$ cat src/rtl/tdr_pkg.sv
// Shared constants, state encoding and sizing helper for the TDR sweep sequencer.
package tdr_pkg;

  localparam int CLK_FREQ            = 12_000_000;
  localparam int TAP_W_DEF           = 6;
  localparam int REP_W_DEF           = 8;
  localparam int SETTLE_CYCLES_DEF   = 16;
  localparam int CAPTURE_LAT_DEF     = 4;
  localparam int INTERVAL_US         = 100;
  localparam int INTERVAL_CYCLES_DEF = (CLK_FREQ / 1_000_000) * INTERVAL_US;

  typedef enum logic [2:0] {
    ST_IDLE    = 3'd0,
    ST_SETTLE  = 3'd1,
    ST_FIRE    = 3'd2,
    ST_CAPTURE = 3'd3,
    ST_HOLDOFF = 3'd4,
    ST_EMIT    = 3'd5,
    ST_DONE    = 3'd6
  } tdr_state_e;

  // Counter width able to hold the larger of two cycle budgets.
  function automatic int tmr_width(input int a, input int b);
    return $clog2(((a > b) ? a : b) + 1);
  endfunction

endpackage

$ cat src/rtl/tdr_cycle_timer.sv
// Loadable down-counter; expired_o is high while the count sits at zero.
// A load of N makes expired_o rise N+1 cycles after the load cycle.
module tdr_cycle_timer #(
  parameter int W = 8
) (
  input  logic         clk,
  input  logic         areset_n,
  input  logic         load_i,
  input  logic [W-1:0] load_val_i,
  output logic         expired_o
);

  logic [W-1:0] cnt_q, cnt_d;

  always_comb begin
    cnt_d = cnt_q;
    if (load_i) begin
      cnt_d = load_val_i;
    end else if (cnt_q != '0) begin
      cnt_d = cnt_q - W'(1);
    end
  end

  always_ff @(posedge clk or negedge areset_n) begin
    if (!areset_n) begin
      cnt_q <= '0;
    end else begin
      cnt_q <= cnt_d;
    end
  end

  assign expired_o = (cnt_q == '0);

endmodule

$ cat src/rtl/tdr_sweep_sequencer.sv
// Equivalent-time TDR sweep: per tap, settle, fire a burst of spaced triggers, count hits,
// then emit one result word; EMIT stalls the sweep until result_ready_i.
module tdr_sweep_sequencer
  import tdr_pkg::*;
#(
  parameter int TAP_W           = TAP_W_DEF,
  parameter int REP_W           = REP_W_DEF,
  parameter int SETTLE_CYCLES   = SETTLE_CYCLES_DEF,
  parameter int CAPTURE_LAT     = CAPTURE_LAT_DEF,
  parameter int INTERVAL_CYCLES = INTERVAL_CYCLES_DEF
) (
  input  logic             clk,
  input  logic             areset_n,
  input  logic             start_i,
  input  logic             abort_i,
  input  logic [TAP_W-1:0] num_taps_i,
  input  logic [REP_W-1:0] reps_i,
  input  logic             sample_i,
  output logic             trigger_o,
  output logic [TAP_W-1:0] delay_tap_o,
  output logic             result_valid_o,
  input  logic             result_ready_i,
  output logic [TAP_W-1:0] result_tap_o,
  output logic [REP_W-1:0] result_hits_o,
  output logic             busy_o,
  output logic             done_o
);

  localparam int TMR_W = tmr_width(INTERVAL_CYCLES, SETTLE_CYCLES);
  // The interval timer is reloaded at the capture point, so the capture and
  // holdoff loads together span exactly INTERVAL_CYCLES from FIRE to FIRE.
  localparam logic [TMR_W-1:0] SETTLE_LD  = TMR_W'(SETTLE_CYCLES - 1);
  localparam logic [TMR_W-1:0] CAPTURE_LD = TMR_W'(CAPTURE_LAT - 1);
  localparam logic [TMR_W-1:0] HOLDOFF_LD = TMR_W'(INTERVAL_CYCLES - CAPTURE_LAT - 2);

  tdr_state_e       state_q, state_d;
  logic [TAP_W-1:0] tap_q, tap_d;
  logic [TAP_W-1:0] num_taps_q, num_taps_d;
  logic [REP_W-1:0] reps_q, reps_d;
  logic [REP_W-1:0] rep_q, rep_d;
  logic [REP_W-1:0] acc_q, acc_d;

  logic             settle_load, settle_exp;
  logic             ivl_load, ivl_exp;
  logic [TMR_W-1:0] ivl_val;

  tdr_cycle_timer #(.W(TMR_W)) u_settle_tmr (
    .clk       (clk),
    .areset_n  (areset_n),
    .load_i    (settle_load),
    .load_val_i(SETTLE_LD),
    .expired_o (settle_exp)
  );

  tdr_cycle_timer #(.W(TMR_W)) u_ivl_tmr (
    .clk       (clk),
    .areset_n  (areset_n),
    .load_i    (ivl_load),
    .load_val_i(ivl_val),
    .expired_o (ivl_exp)
  );

  always_comb begin
    state_d     = state_q;
    tap_d       = tap_q;
    num_taps_d  = num_taps_q;
    reps_d      = reps_q;
    rep_d       = rep_q;
    acc_d       = acc_q;
    settle_load = 1'b0;
    ivl_load    = 1'b0;
    ivl_val     = CAPTURE_LD;

    if (abort_i) begin
      state_d = ST_IDLE;
      tap_d   = '0;
      rep_d   = '0;
      acc_d   = '0;
    end else begin
      case (state_q)
        ST_IDLE: begin
          if (start_i) begin
            num_taps_d = num_taps_i;
            reps_d     = reps_i;
            tap_d      = '0;
            rep_d      = '0;
            acc_d      = '0;
            if ((num_taps_i == '0) || (reps_i == '0)) begin
              state_d = ST_DONE;
            end else begin
              state_d     = ST_SETTLE;
              settle_load = 1'b1;
            end
          end
        end
        ST_SETTLE: begin
          if (settle_exp) state_d = ST_FIRE;
        end
        ST_FIRE: begin
          ivl_load = 1'b1;
          ivl_val  = CAPTURE_LD;
          rep_d    = rep_q + REP_W'(1);
          state_d  = ST_CAPTURE;
        end
        ST_CAPTURE: begin
          if (ivl_exp) begin
            acc_d    = acc_q + {{(REP_W-1){1'b0}}, sample_i};
            ivl_load = 1'b1;
            ivl_val  = HOLDOFF_LD;
            state_d  = ST_HOLDOFF;
          end
        end
        ST_HOLDOFF: begin
          if (ivl_exp) state_d = (rep_q == reps_q) ? ST_EMIT : ST_FIRE;
        end
        ST_EMIT: begin
          if (result_ready_i) begin
            acc_d = '0;
            rep_d = '0;
            if (tap_q == num_taps_q - TAP_W'(1)) begin
              state_d = ST_DONE;
            end else begin
              tap_d       = tap_q + TAP_W'(1);
              settle_load = 1'b1;
              state_d     = ST_SETTLE;
            end
          end
        end
        ST_DONE: begin
          tap_d   = '0;
          state_d = ST_IDLE;
        end
        default: begin
          tap_d   = '0;
          state_d = ST_IDLE;
        end
      endcase
    end
  end

  always_ff @(posedge clk or negedge areset_n) begin
    if (!areset_n) begin
      state_q    <= ST_IDLE;
      tap_q      <= '0;
      num_taps_q <= '0;
      reps_q     <= '0;
      rep_q      <= '0;
      acc_q      <= '0;
    end else begin
      state_q    <= state_d;
      tap_q      <= tap_d;
      num_taps_q <= num_taps_d;
      reps_q     <= reps_d;
      rep_q      <= rep_d;
      acc_q      <= acc_d;
    end
  end

  // Outputs decode straight from registers so reset clears them without a clock edge.
  assign trigger_o      = (state_q == ST_FIRE);
  assign result_valid_o = (state_q == ST_EMIT);
  assign result_tap_o   = result_valid_o ? tap_q : '0;
  assign result_hits_o  = result_valid_o ? acc_q : '0;
  assign busy_o         = (state_q != ST_IDLE);
  assign done_o         = (state_q == ST_DONE);
  assign delay_tap_o    = tap_q;

endmodule

$ cat config.mk
export PLATFORM = sky130hd
export DESIGN_NAME = tdr_sweep_sequencer
export DESIGN_NICKNAME = d
export VERILOG_FILES = /design/src/rtl/tdr_pkg.sv /design/src/rtl/tdr_cycle_timer.sv /design/src/rtl/tdr_sweep_sequencer.sv
export SDC_FILE = /design/constraint.sdc
export NUM_CORES = 1
export LEC_CHECK = 0
export ABC_CLOCK_PERIOD_IN_PS = 4300
export CAP_MARGIN = 10
export CORE_ASPECT_RATIO = 1.75
export CORE_MARGIN = 8
export CORE_UTILIZATION = 35
export DETAILED_ROUTE_END_ITERATION = 10
export DONT_BUFFER_PORTS = 1
export PLACE_DENSITY = 0.5
export SYNTH_ARGS = -nofsm -noshare
export SYNTH_HDL_FRONTEND = slang
export SYNTH_SLANG_ARGS = --single-unit
$ cat constraint.sdc
create_clock -name clk -period 4.3 [get_ports clk]
set_input_delay 0.645 -clock clk [delete_from_list [all_inputs] [get_ports clk]]
set_output_delay 0.645 -clock clk [all_outputs]
set_load 0.05 [all_outputs]
==> metrics.md <==
| Metric | Value |
|---|---|
| Max incr delay on CP | `0.60 ns` |
| Cts hold-fix bufs | `3` |
| Number of synthesized flops with an enable pin | `0` |
| I/O pin cnt | `44` |
| Initial Util | `0.353` |
| Post-synth top area cell | `dfrtp_1` |
| Final min period | `2.81 ns` |
| Vias | `2773` |
| Max cap viols | `0` |
| Share of layout cells above drive strength 1 | `0.120` |
| Clock Latency Late Sink | `0.33 ns` |
| Setup ws final | `1.49 ns` |
| Drt initial violations | `63` |
| Setup-failing EPs final | `0` |
| Dominant synthesized flop cell | `dfrtp_1` |
| Worst VDD drop | `193 µV` |
| Largest net degree at the start of global routing | `45` |
| Avg WL per Cell | `17.0 µm` |
| Critical Path Slowest Stage Cell | `dfrtp_1` |
| Port buffer count | `0` |
| TritonCTS clock tree | `built` |
| Path depth of the worst reg2reg path | `6` |
| Status | `finished, final reports clean` |
| Worst Path Arrival | `2.17 ns` |
| Wirelength, routed | `8830 µm` |
| Grt total ovfl | `0` |
| Pre-antenna DRT Iters | `4` |
| PostCTS Resize Cnt | `0` |
| CP Class | `flip-flop to output pin` |
| Ys async rst share | `1.00` |
| Initial antenna violation count | `0` |
| Peak Freq | `355 MHz` |
| #FFs+latches synth | `61` |
| Synth area leaders | `dfrtp_1 (43%), nor2_1 (4.0%), xnor2_1 (3.7%)` |
| P_leak | `0.00172 µW` |
| Cell count after synthesis | `379` |
| Slew headroom | `0.257` |
| Layout Area Growth over Synthesis | `13.2%` |
| CP Buf/Inv Count | `1` |
| Clock sink count | `61` |
| Area share of the largest cell type after synthesis | `0.427` |
| Post-Syn Nets | `406` |
| Clock Tree Buf Depth | `2` |
| Final Hold Viols | `0` |
| Nets | `415` |
| Yosys warnings | `0` |
| Critical Path Source Type | `flip-flop` |
| RSZ-0062 raised after global routing | `false` |
| Final setup skew | `0.00506 ns` |
| R2r endpoint | `u_settle_tmr.cnt_q[2]` |
| Diode count | `0` |
| Part of the cycle the worst path needs | `0.654` |
| Slew Limit Fails | `0` |
| Fin Setup TNS | `0 ns` |
| Core ar. | `10100 µm²` |
| Pin slew with the least headroom to its limit | `1.11 ns` |
| Hpwl dp | `6330 µm` |
| Setup crit end kind | `output pin` |
| WP data required | `3.65 ns` |
| Pre-CTS setup slack | `1.62 ns` |
| TritonCTS buffer count | `9` |
| RR Startpoint | `delay_tap_o[2]` |
| Post-DRT Antenna Nets | `0` |
| DRC viols | `0` |
| Die width | `92.4 µm` |
| Row count | `49` |
| Hold/Removal Path Class | `primary input to async pin` |
| Family with the most delay on the worst path | `simple AND/OR/NAND/NOR gates` |
| H-tree depth | `3` |
| Mapped Area | `3570 µm²` |
| Max FO, Critical Path | `17` |
| Vias in the first global route | `2873` |
| First-pass GRT wire length | `14500 µm` |
| Post-synthesis area per instance | `9.43 µm²` |
| Placer Congestion | `0.786` |
| Power, Total | `2390 µW` |
| Yosys cell types | `60` |
| Finished Core Util | `0.400` |
| GRT Util Overall | `0.134` |
| CTS root buf | `clkbuf_16` |
| Die Ht | `150 µm` |
| Vias per cell | `5.34` |
| R2R setup slack | `1.64 ns` |
| Sequential area share after synthesis | `0.427` |
| Die Footprint | `13800 µm²` |
| Critical path cell sequence | `nand2_1 -> nor2_2 -> buf_4 -> and2_1` |
| PwrDens | `590 nW/µm²` |
| Post-CTS setup buffers | `0` |
| Clk slew on worst S/H paths | `0.05 ns` |
==> report_power, final <==
group / switching, µW / internal [µW] / total (µW)
clock network: 244 / 433 / 677
registers: 190 / 743 / 933
logic: 419 / 356 / 775
==> per-stage QoR <==
stage / instances / cell area, µm² / hold WS (ns)
floorplan: 379 / 3570 / 0.349
detailed placement: 500 / 3720 / 0.354
CTS: 518 / 4030 / 0.000565
finish: 519 / 4040 / 0.0196
global placement: 500 / 3720 / 0.354
global route: 519 / 4040 / 0.0000775
==> Yosys cell counts (all sizes together) (2+ instances only) <==
cell	n
dfrtp	61
nor2	38
o21ai	37
nand2	27
a21oi	17
xnor2	15
inv	14
nor3	14
and2	13
mux2	13
xor2	13
nand2b	11
and3	9
clkbuf	9
nor4	9
ha	7
or3	6
a31oi	4
nand3	4
nand3b	4
nand4	4
o21a	4
or2	4
buf	3
nor2b	3
nor3b	3
o31ai	3
or4	3
a211oi	2
a21o	2
a221oi	2
nor4b	2
or4b	2
==> metal layers <==
metal	share of wire	vias up	GRT usage
met1	0.38	1355	0.132
met5	0	-	0
met4	0.023	0	0.0714
li1	-	1368	-
met3	0.043	15	0.0337
met2	0.55	35	0.247
==> flip-flops by register name, summed over array words and instances (netlist names) <==
| register | flops |
|---|---|
| delay_tap_o | 6 |
| u_ivl_tmr.cnt_q | 11 |
| reps_q | 8 |
| rep_q | 8 |
| u_settle_tmr.cnt_q | 11 |
| state_q | 3 |
| num_taps_q | 6 |
| acc_q | 8 |
==> cells in the final DEF (no fill, tap or decap), types with 6 or more instances in the layout <==
cell type / synthesis / layout
o21ai_0: 17 / 17
nor2_1: 38 / 37
ha_1: 7 / 7
and2_1: 13 / 13
mux2_2: 9 / 9
o21ai_1: 20 / 20
nor4_1: 6 / 6
inv_1: 14 / 14
xor2_1: 13 / 13
nand2b_1: 10 / 10
and3_1: 9 / 9
dfrtp_1: 61 / 61
clkbuf_16: 0 / 9
a21oi_1: 17 / 17
nand2_1: 26 / 26
nor3_1: 14 / 14
buf_4: 0 / 6
xnor2_1: 15 / 15
==> layout make-up <==
cell class,instances,area [µm²]
clock buffers,14,274
clock inverters,1,5.00
fillers,993,6070
inverters,14,52.6
multi-input cells,292,1940
flip-flops and latches,61,1530
well taps,127,159
repair buffers,10,85.1
==> cell families after synthesis <==
logic type                 share of synthesized area
adders and majority gates                     0.0245
muxes                                         0.0438
buffers and inverters                         0.0301
DFF                                            0.427
and+or+nand+nor                                0.260
xor gates and xnor gates                      0.0687
AOI/OAI and AO/OA                              0.146
==> worst max-delay path by stage <==
stage | startpoint | endpoint | slack, ns | cells after the start
6_report | state_q[2] | result_hits_o[4] | 1.49 | 4
5_1_grt | state_q[2] | result_hits_o[4] | 1.35 | 4
2_1_floorplan | state_q[1] | result_hits_o[0] | 1.68 | 4
3_5_place_dp | delay_tap_o[2] | u_settle_tmr.cnt_q[2] | 1.62 | 6
4_1_cts | state_q[2] | result_hits_o[4] | 1.46 | 4
3_3_place_gp | delay_tap_o[2] | u_settle_tmr.cnt_q[2] | 1.61 | 6
Power figures use the tool's default switching activity.
